<file path="config.mk">
export PLATFORM = sky130hd
export DESIGN_NAME = mux_nxw_reg
export DESIGN_NICKNAME = d
export VERILOG_FILES = /design/src/rtl/mux_nxw_reg.sv
export SDC_FILE = /design/constraint.sdc
export NUM_CORES = 1
export LEC_CHECK = 0
export ABC_CLOCK_PERIOD_IN_PS = 4200
export BUFFER_PORTS_ARGS = -buffer_cell sky130_fd_sc_hd__buf_2
export CORE_AREA = 5 5 564 566
export CTS_CLUSTER_SIZE = 14
export DETAILED_ROUTE_END_ITERATION = 16
export DIE_AREA = 0 0 569 571
export PLACE_DENSITY = 0.32
export SETUP_SLACK_MARGIN = 0.05
export SYNTH_ARGS = -nofsm -noshare
export SYNTH_HDL_FRONTEND = slang
export SYNTH_SLANG_ARGS = --single-unit
</file>
<file path="constraint.sdc">
create_clock -name clk -period 4.2 [get_ports clk]
set_input_delay 0.84 -clock clk [delete_from_list [all_inputs] [get_ports clk]]
set_output_delay 0.84 -clock clk [all_outputs]
set_load 0.01 [all_outputs]
</file>
<file path="src/rtl/mux_nxw_reg.sv">
// Registered NUM_IN x WIDTH lane selector with a valid/ready handshake and a 2-entry skid buffer.
// Latency 1 cycle; in_ready is ~skid_valid (registered), so out_ready never reaches in_ready combinationally.
module mux_nxw_reg #(
    parameter int NUM_IN = 40,
    parameter int WIDTH  = 35,
    parameter int SEL_W  = 6
) (
    input  logic                      clk,
    input  logic                      rst,
    input  logic                      in_valid,
    output logic                      in_ready,
    input  logic [NUM_IN*WIDTH-1:0]   in_data,
    input  logic [SEL_W-1:0]          in_select,
    output logic                      out_valid,
    input  logic                      out_ready,
    output logic [WIDTH-1:0]          out_data,
    output logic                      out_sel_err,
    output logic [7:0]                err_count
);
    localparam int OFF_W = SEL_W + $clog2(WIDTH) + 1;

    generate
        if ((2 ** SEL_W) < NUM_IN) begin : g_sel_chk
            $error("mux_nxw_reg: SEL_W is too narrow to address NUM_IN lanes");
        end
    endgenerate

    logic [OFF_W-1:0] lane_off;
    logic             sel_ok;
    logic [WIDTH-1:0] pay_dat;
    logic             pay_err;

    // Range check is one bit wider than the select so NUM_IN == 2**SEL_W still works.
    always_comb begin
        lane_off = OFF_W'(in_select) * OFF_W'(WIDTH);
        sel_ok   = {1'b0, in_select} < (SEL_W + 1)'(NUM_IN);
        pay_err  = ~sel_ok;
        pay_dat  = sel_ok ? WIDTH'(in_data >> lane_off) : '0;
    end

    logic             or_vld;
    logic [WIDTH-1:0] or_dat;
    logic             or_err;
    logic             sk_vld;
    logic [WIDTH-1:0] sk_dat;
    logic             sk_err;
    logic             accept;
    logic             emit;

    assign in_ready    = ~sk_vld;
    assign out_valid   = or_vld;
    assign out_data    = or_dat;
    assign out_sel_err = or_err;
    assign accept      = in_valid & ~sk_vld;
    assign emit        = or_vld & out_ready;

    always_ff @(posedge clk or posedge rst) begin
        if (rst) begin
            or_vld    <= 1'b0;
            or_dat    <= '0;
            or_err    <= 1'b0;
            sk_vld    <= 1'b0;
            sk_dat    <= '0;
            sk_err    <= 1'b0;
            err_count <= 8'd0;
        end else begin
            if (!or_vld) begin
                if (accept) begin
                    or_vld <= 1'b1;
                    or_dat <= pay_dat;
                    or_err <= pay_err;
                end
            end else if (!sk_vld) begin
                case ({accept, emit})
                    2'b11: begin
                        or_dat <= pay_dat;
                        or_err <= pay_err;
                    end
                    2'b10: begin
                        sk_vld <= 1'b1;
                        sk_dat <= pay_dat;
                        sk_err <= pay_err;
                    end
                    2'b01:   or_vld <= 1'b0;
                    default: ;
                endcase
            end else if (emit) begin
                // FULL: skid entry moves up; no accept is possible here
                or_dat <= sk_dat;
                or_err <= sk_err;
                sk_vld <= 1'b0;
            end

            if (accept && pay_err && (err_count != 8'hFF)) begin
                err_count <= err_count + 8'd1;
            end
        end
    end
endmodule

</file>
==> out/results.ini, run 1 <==
[power_and_ir_drop]
cellPowerDensity_nw_per_um2=242
finalPower_w=0.00705
vdd_ir_drop_max_uv=215
leakage_nw=12.5

[critical_path]
cp_slowest_cell=mux2i_1
startpoint_type=input port
arrival_ns=3.86
cp_max_fo=38
end_kind=flop
crit_type=input port to flop
crit_chain=buf_8 > buf_12 > buf_12 > mux4_2 > mux2i_1 > buf_4 > o21ai_0 > o22ai_1 > o21ai_1
cp_common_cell=buf_12
max_stage_delay_ns=0.73
cp.required_ns=4.48

[synthesis]
ys_seq_elements=82
synth_warnings=0
yosysUniqueCellTypes=63
synth_edf_count=0
synth-xor-area-share_pct=0.387
syn_area_per_cell_um2=10.6
syn-cell-area_um2=15800
synth-async-reset-ratio_pct=100
synth_compound_area_share_pct=17.4
syn_inst=1490
synth_ff_type=dfrtp_1
synthSimpleGateAreaFrac_pct=8.41
synth_fa_ha_area_share_pct=0.0790
synth.net_count=2901
synthMuxAreaShare_pct=51.3
ys_seq_area_share_pct=13.0
synth_top_family_by_area=multiplexers

[grt]
grt_util_met1_pct=18.4
grt_pass1_vias=22600
grt_util_met2_pct=22.9
grt.overflow.total=0
antenna_found_initial=290
met3_usage_pct=5.67
grt_max_degree=71
busiest_layer=met2
grt.total_usage_pct=14.3
grt_pass1_wl_mm=292

[finish]
layout_common_cells=1,449 x buf_2, 275 x mux2i_1, 203 x mux4_2
final_util_pct=9.29
final_common_cell=buf_2
final_nets=4368
drive_gt1_share_pct=64.3
n_fill_cell=36700
area_delta_synth_final_pct=83.8

[clock_network]
cts_buffer_depth=2
post_cts_resize_count=0
clk_latency_ns=0.43
cts_root_buf=clkbuf_16
post_cts_buffers=0
htree_levels=3
postCtsHoldBufs=0
clk_pin_slew_ns=0.08
cts_num_sinks=82
cts_tree=yes
cts_inserted_buffers=9

[timing]
finalHoldViolCount=0
fin_crit_sh_pct=85.4
period_needed_ns=3.59
relSlewSlack_pct=14.6
slew_violations=0
fmax_ghz=0.279
skew_ns=0.0164
worst_slew_pin_slew_ns=1.25
rsz0062_at_grt=no
finalSetupViolCount=0

[detailed_routing]
wire_per_inst_um=34.1
antenna_left=0
viasPerCell=3.05
num_vias=21900
routed_wl_mm=245
dr.pass1.iters=6
drcViolationCount=0
first_iter_violations=1502

[die]
io_pins=1456
die_w_um=569
rows=206
die_area_um2=325000
coreArea_um2=313000
die_h_um=571
start_util_pct=5.06

[flow_run]
cap_violations=0

[outcome]
status=complete, no violations

[place]
place_congestion=0.942
io_buffer_count=1455
hpwl_mm=227

[min_path]
hold_path_class=input port to async pin

==> where the power goes <==
part / internal, W / switching (W)
clock network: 0.000592 / 0.000488
registers: 0.00116 / 0.000267
logic: 0.00174 / 0.00281
==> per-layer routing <==
layer,wire length (um),up-vias
met5,1050,-
met4,5860,156
met3,24300,493
li1,-,9087
met2,109000,1578
met1,105000,10600
==> critical path: cells and delay by family <==
family                 cells  cell delay [ns]
multiplexers               2             1.26
AO/OA/AOI/OAI              3             0.37
buffers and inverters      4             1.18
==> sequential cells by signal (all words and copies together), names as in the netlist <==
name         count
out_sel_err      1
out_valid        1
sk_dat          35
err_count        8
sk_vld           1
sk_err           1
out_data        35
==> cell families after synthesis <==
logic type / count (synthesis)
DFF: 82
and+or+nand+nor: 301
muxes: 517
AOI/OAI and AO/OA: 406
adders and majority gates: 1
xor gates and xnor gates: 7
buffers and inverters: 176
==> metrics by stage <==
stage	hold WS, ns	worst slack, ns	TNS, ns	instances	area, um^2
after CTS	0.408	0.537	0	7122	28900
after floorplan	0.478	1.25	0	1490	15800
after global routing	0.430	0.452	0	7144	29000
after global placement	0.473	-0.0270	-0.0270	7106	28600
final	0.435	0.612	0	7197	29100
after detailed placement	0.469	0.0371	0	7106	28600
==> Yosys cell counts (22+ instances only) <==
library cell  count  area share, %
nand2_1         154            3.7
nand3_1          32            1.0
buf_2            31           0.98
a31oi_1          22           0.87
clkbuf_1         30           0.71
mux2i_1         280             18
a22oi_1          84            4.0
a21oi_1         121            3.8
o21ai_0          56            1.8
mux4_2          203             29
nor2_1           53            1.3
buf_4            25            1.2
buf_6            39            2.8
mux4_1           24            4.0
dfrtp_1          82             13
==> path summary, 6_finish.rpt <==
| kind | from | end | slack [ns] | depth (start not counted) |
|---|---|---|---|---|
| max | in_select[0] | out_data[5]$_DFFE_PP0P_ | 0.61 | 9 |
| min | rst | out_data[4]$_DFFE_PP0P_ | 0.43 | 2 |
| min reg2reg | out_data[9]$_DFFE_PP0P_ | out_data[9]$_DFFE_PP0P_ | 0.48 | 1 |
| max reg2reg | out_valid$_DFF_PP0_ | out_data[5]$_DFFE_PP0P_ | 1.64 | 7 |
| min in group clk | out_data[9]$_DFFE_PP0P_ | out_data[9]$_DFFE_PP0P_ | 0.48 | 1 |
| max in group asynchronous | rst | sk_vld$_DFFE_PP0P_ | 2.87 | 3 |
==> area by class of cell <==
class	count	area, um^2	share of cell area [%]
tap	4160	5200	17.9
timing repair buffer	1625	8880	30.5
clock inverter	7	128	0.439
antenna	75	188	0.645
inverter	7	33.8	0.116
clock buffer	9	225	0.774
sequential	82	2050	7.05
multi-input combinational	1232	12400	42.6
Power figures use the tool's default switching activity.
==> run 2: changes to the inputs <==
ABC_CLOCK_PERIOD_IN_PS = 2900   (was 4200)
SLEW_MARGIN = 25   (was not set)
clock period = 2.9 ns   (was 4.2 ns; I/O delays follow)
==> run 2 against run 1 <==
Effect of this change:
- utilization increased by 0.53 points
- cell area increased by 5.7%
- clock skew increased by 0.0055 ns
- wire length decreased by 1.6%
- sequential cell count unchanged
- global-route usage decreased by 0.24 points
- combinational power increased by 51%
- clock-buffer cell count unchanged
- largest cell class unchanged
- die area unchanged
- highest routed layer unchanged
==> out/results.ini, run 2 (synthesis gave the netlist of run 1 again) <==
[clock_network]
cts_num_sinks=82  ; unchanged
clk_pin_slew_ns=0.10  ; +0.02 ns
clk_latency_ns=0.45  ; +0.02 ns
postCtsHoldBufs=0  ; unchanged
cts_inserted_buffers=9  ; unchanged
cts_buffer_depth=2  ; unchanged
cts_root_buf=clkbuf_16
cts_tree=yes
htree_levels=3  ; unchanged
post_cts_buffers=0  ; unchanged

[outcome]
status=complete, no violations

[detailed_routing]
drcViolationCount=0  ; unchanged
antenna_left=0  ; unchanged
viasPerCell=3.06  ; +0.34%
wire_per_inst_um=32.9  ; -3.4%
routed_wl_mm=241  ; -1.6%
first_iter_violations=1346  ; -10%
dr.pass1.iters=5  ; -1
num_vias=22400  ; +2.2%

[timing]
skew_ns=0.0219  ; +0.00550 ns
fin_crit_sh_pct=96.1
slew_violations=0  ; unchanged
fmax_ghz=0.359
period_needed_ns=2.79
worst_slew_pin_slew_ns=0.976  ; -0.269 ns
relSlewSlack_pct=34.9  ; +20 points
finalSetupViolCount=0  ; unchanged
finalHoldViolCount=0  ; unchanged
rsz0062_at_grt=no

[place]
io_buffer_count=1455  ; unchanged
hpwl_mm=224  ; -1.3%
dpl_cell_area_um2=30200  ; +5.6%
place_inst=7252  ; +2.1%
place_congestion=0.935  ; -0.71%

[finish]
final_nets=4514  ; +3.3%
area_delta_synth_final_pct=94.1
fin_cells=7330  ; +1.8%
layout_common_cells=1,449 x buf_2, 267 x mux2i_1, 254 x buf_4
n_fill_cell=36600  ; -0.24%
stdcell_area_um2=30700  ; +5.7%
final_common_cell=buf_2
drive_gt1_share_pct=66.4  ; +2.1 points

[die]
coreArea_um2=313000  ; unchanged
start_util_pct=5.06  ; unchanged
rows=206  ; unchanged
die_w_um=569  ; unchanged
io_pins=1456  ; unchanged
die_h_um=571  ; unchanged
die_area_um2=325000  ; unchanged

[power_and_ir_drop]
vdd_ir_drop_max_uv=372  ; +73%
finalPower_w=0.0103  ; +46%
cellPowerDensity_nw_per_um2=335  ; +38%
leakage_nw=13.4  ; +6.8%

[critical_path]
cp.required_ns=3.23  ; -1.25 ns
arrival_ns=3.12  ; -0.74 ns
crit_type=input port to flop
crit_chain=buf_8 > buf_12 > buf_12 > buf_4 > mux4_2 > mux2i_4 > buf_4 > o221ai_1 > nor2_1 > a21oi_1
max_stage_delay_ns=0.54  ; -0.19 ns
cp_max_fo=29  ; -24%
startpoint_type=input port
cp_slowest_cell=mux4_2
end_kind=flop

[grt]
antenna_found_initial=303  ; +4.5%
grt.total_usage_pct=14.1  ; -0.24 points
grt_pass1_vias=22900  ; +1.3%
grt_max_degree=64  ; -9.9%
grt_pass1_wl_mm=287  ; -1.5%
grt.overflow.total=0  ; unchanged

[flow_run]
cap_violations=0  ; unchanged

[min_path]
hold_path_class=input port to async pin

[run 2: power breakdown]
| group | switching, W | internal (W) |
|---|---|---|
| combinational | 0.00401 | 0.00284 |
| clock | 0.000739 | 0.000695 |
| sequential | 0.000327 | 0.00169 |
| total | 0.00508 | 0.00522 |
[run 2: cell type report]
| class | instances | area (um^2) | area share (%) |
|---|---|---|---|
| repair buffers | 1771 | 10500 | 34.1 |
| flip-flops and latches | 82 | 2050 | 6.67 |
| multi-input cells | 1232 | 12500 | 40.6 |
| clock buffers | 9 | 225 | 0.733 |
| inverters | 7 | 33.8 | 0.110 |
| clock inverters | 7 | 95.1 | 0.309 |
| well taps | 4160 | 5200 | 16.9 |
| diodes | 62 | 155 | 0.505 |
[run 2: critical path: cells and delay by family]
| kind | cells | cell delay (ns) |
|---|---|---|
| buffers and inverters | 5 | 1.03 |
| multiplexers | 2 | 0.76 |
| AO/OA/AOI/OAI | 2 | 0.36 |
| AND/OR/NAND/NOR | 1 | 0.26 |
[run 2: metrics by stage]
step	worst slack [ns]	util [%]	hold WS, ns	TNS [ns]
2_1_floorplan	0.212	-	0.478	0
3_3_place_gp	-0.836	9.63	0.471	-22.54
3_5_place_dp	-0.825	9.63	0.465	-20.36
4_1_cts	0.0610	9.75	0.0603	0
5_1_grt	0.0502	9.79	0.113	0
6_report	0.112	9.82	0.127	0
[run 2: final timing paths]
path	start	end	slack [ns]	cells past startpoint
max	in_select[0]	sk_dat[3]$_DFFE_PP0P_	0.11	10
min	rst	out_data[18]$_DFFE_PP0P_	0.13	2
max reg2reg	out_valid$_DFF_PP0_	out_data[23]$_DFFE_PP0P_	0.80	5
min reg2reg	out_data[20]$_DFFE_PP0P_	out_data[20]$_DFFE_PP0P_	0.48	1
max in group asynchronous	rst	sk_vld$_DFFE_PP0P_	1.99	3
min in group clk	out_ready	sk_vld$_DFFE_PP0P_	0.36	2
[run 2: per-layer routing]
layer	GRT usage (%)	routed length [um]	part of all wire (%)
met1	17.5	101000	42
met2	22.6	108000	45
met3	6.50	25700	11
met4	2.46	5690	2.4
met5	0	1160	0.48
[run 2: what timing repair did]
| item | in CTS | in global routing |
|---|---|---|
| setup endpoints to repair | 11 | 15 |
| gates resized for setup | 9 | 11 |
| pin swaps | 0 | 2 |
==> run 3: changes to the inputs <==
ABC_CLOCK_PERIOD_IN_PS = 2700   (was 2900)
TNS_END_PERCENT = 50   (was not set)
clock period = 2.7 ns   (was 2.9 ns; I/O delays follow)
==> run 3 against run 2 <==
Effect of this change:
- clock-buffer cell count unchanged
- clock power shrank 3%
- cell area is 1.6% higher
- clock skew fell by 0.0078 ns
==> out/results.ini, run 3 (synthesis gave the netlist of run 1 again) <==
[outcome]
status=complete, no violations

[power_and_ir_drop]
vdd_ir_drop_max_uv=377  ; +1.3%
cellPowerDensity_nw_per_um2=351  ; +4.7%
finalPower_w=0.0110  ; +6.4%
leakage_nw=13.6  ; +1.7%

[detailed_routing]
route.met2.wl_mm=106  ; -1.2%
num_vias=22600  ; +0.92%
routed_wl_mm=241  ; -0.24%
first_iter_violations=1343  ; -0.22%
dr.pass1.iters=5  ; unchanged
antenna_left=0  ; unchanged
viasPerCell=3.07  ; +0.25%
wire_per_inst_um=32.6  ; -0.90%
drcViolationCount=0  ; unchanged
wl_met1_mm=103  ; +1.5%
routed-wl-met3_mm=24.6  ; -4.3%
top_layer_used=met5

[die]
io_pins=1456  ; unchanged
die_h_um=571  ; unchanged
start_util_pct=5.06  ; unchanged
rows=206  ; unchanged
coreArea_um2=313000  ; unchanged
die_area_um2=325000  ; unchanged
die_w_um=569  ; unchanged

[min_path]
hold_depth=2
hold_path_class=input port to flop
hold_end=sk_vld$_DFFE_PP0P_
min-delay-start=out_ready

[timing]
relSlewSlack_pct=28.6  ; -6.3 points
finalHoldViolCount=0  ; unchanged
holdWs_ns=0.343  ; +0.216 ns
slew_violations=0  ; unchanged
rsz0062_at_grt=yes
finalSetupViolCount=0  ; unchanged
fin_crit_sh_pct=98.4
period_needed_ns=2.66
worst_slew_pin_slew_ns=1.07  ; +0.0940 ns
fmax_ghz=0.377
skew_ns=0.0141  ; -0.00782 ns

[clock_network]
clk_latency_ns=0.43  ; -0.02 ns
cts_buffer_depth=2  ; unchanged
htree_levels=3  ; unchanged
cts_tree=yes
clk_pin_slew_ns=0.08  ; -0.02 ns
cts_num_sinks=82  ; unchanged
cts_root_buf=clkbuf_16
cts_inserted_buffers=9  ; unchanged

[finish]
layout_common_cells=1,449 x buf_2, 271 x buf_4, 268 x mux2i_1
multi_input_area_um2=12500  ; -0.13%
final_util_pct=9.97  ; +0.16 points
n_fill_cell=36700  ; +0.11%
drive_gt1_share_pct=66.7  ; +0.26 points
register_area_um2=2050  ; unchanged
area_delta_synth_final_pct=97.2
final_common_cell=buf_2
fin_cells=7379  ; +0.67%
final_nets=4550  ; +0.80%

[critical_path]
reg2reg_to=out_data[22]$_DFFE_PP0P_
startpoint_type=input port
regToRegSetupSlack_ns=0.59  ; -0.21 ns
arrival_ns=3.01  ; -0.11 ns
r2r_cells=5  ; unchanged
crit-reg2reg-launch=out_valid$_DFF_PP0_
cp_max_fo=17  ; -41%
crit_type=input port to flop
end_kind=flop
cp.required_ns=3.06  ; -0.17 ns

[grt]
grt_pass1_vias=23000  ; +0.37%
grt_max_degree=56  ; -13%
grt.overflow.total=0  ; unchanged
grt.total_usage_pct=14.1  ; -0.034 points
antenna_found_initial=309  ; +2.0%
grt_pass1_wl_mm=287  ; -0.11%

[flow_run]
cap_violations=0  ; unchanged

[place]
place_inst=7287  ; +0.48%
place_congestion=0.938  ; +0.30%
io_buffer_count=1455  ; unchanged
hpwl_mm=224  ; +0.10%

==> run 3: metal layers <==
layer / track usage (%) / vias to the layer above
met3: 5.90 / 493
met1: 17.9 / 10900
met5: 0 / -
li1: - / 9460
met4: 2.84 / 178
met2: 22.1 / 1556
==> run 3: power by group <==
group,internal (W),switching [W],total (W)
registers,0.00181,0.000361,0.00217
clock network,0.000639,0.000750,0.00139
logic,0.00312,0.00427,0.00739
==> run 3: worst max-delay path by stage <==
stage,startpoint,endpoint,slack (ns),cells past startpoint
after floorplan,rst,err_count[0]$_DFFE_PP0P_,0.05,1
after CTS,in_select[0],out_data[5]$_DFFE_PP0P_,0.06,10
after global routing,in_select[1],out_data[25]$_DFFE_PP0P_,0.003,10
after detailed placement,in_select[0],out_data[19]$_DFFE_PP0P_,-0.59,10
final,in_select[0],out_data[20]$_DFFE_PP0P_,0.04,9
after global placement,in_select[0],out_data[8]$_DFFE_PP0P_,-0.96,8
==> run 3: area by class of cell <==
class / count / area share (%)
clock inverters: 7 / 0.180
multi-input cells: 1232 / 39.9
clock buffers: 9 / 0.721
repair buffers: 1807 / 35.2
inverters: 7 / 0.108
flip-flops and latches: 82 / 6.57
well taps: 4160 / 16.7
diodes: 75 / 0.601
==> run 3: timing repair <==
| action | CTS | global route |
|---|---|---|
| pin swaps | 0 | 0 |
| gates resized for setup | 5 | 7 |
| hold buffers | 1 | 0 |
| setup buffers | 0 | 0 |
| endpoints found under the hold margin | 10 | 0 |
| endpoints found under the setup margin | 6 | 20 |
==> run 3: worst max-delay path: stages <==
cell and delay (ns):
buf_8 0.15, buf_12 0.18, buf_12 0.22, mux4_2 0.35, a21oi_1 0.09, a21oi_1 0.85
a31oi_2 0.20, a21oi_1 0.21, a21o_1 0.10
==> run 3: metrics by stage <==
step,TNS (ns),setup WS (ns),cell area [um^2]
floorplan,0,0.0516,15800
global placement,-24.76,-0.958,30700
detailed placement,-22.19,-0.588,30700
CTS,0,0.0557,31000
global route,0,0.00278,31100
finish,0,0.0441,31200
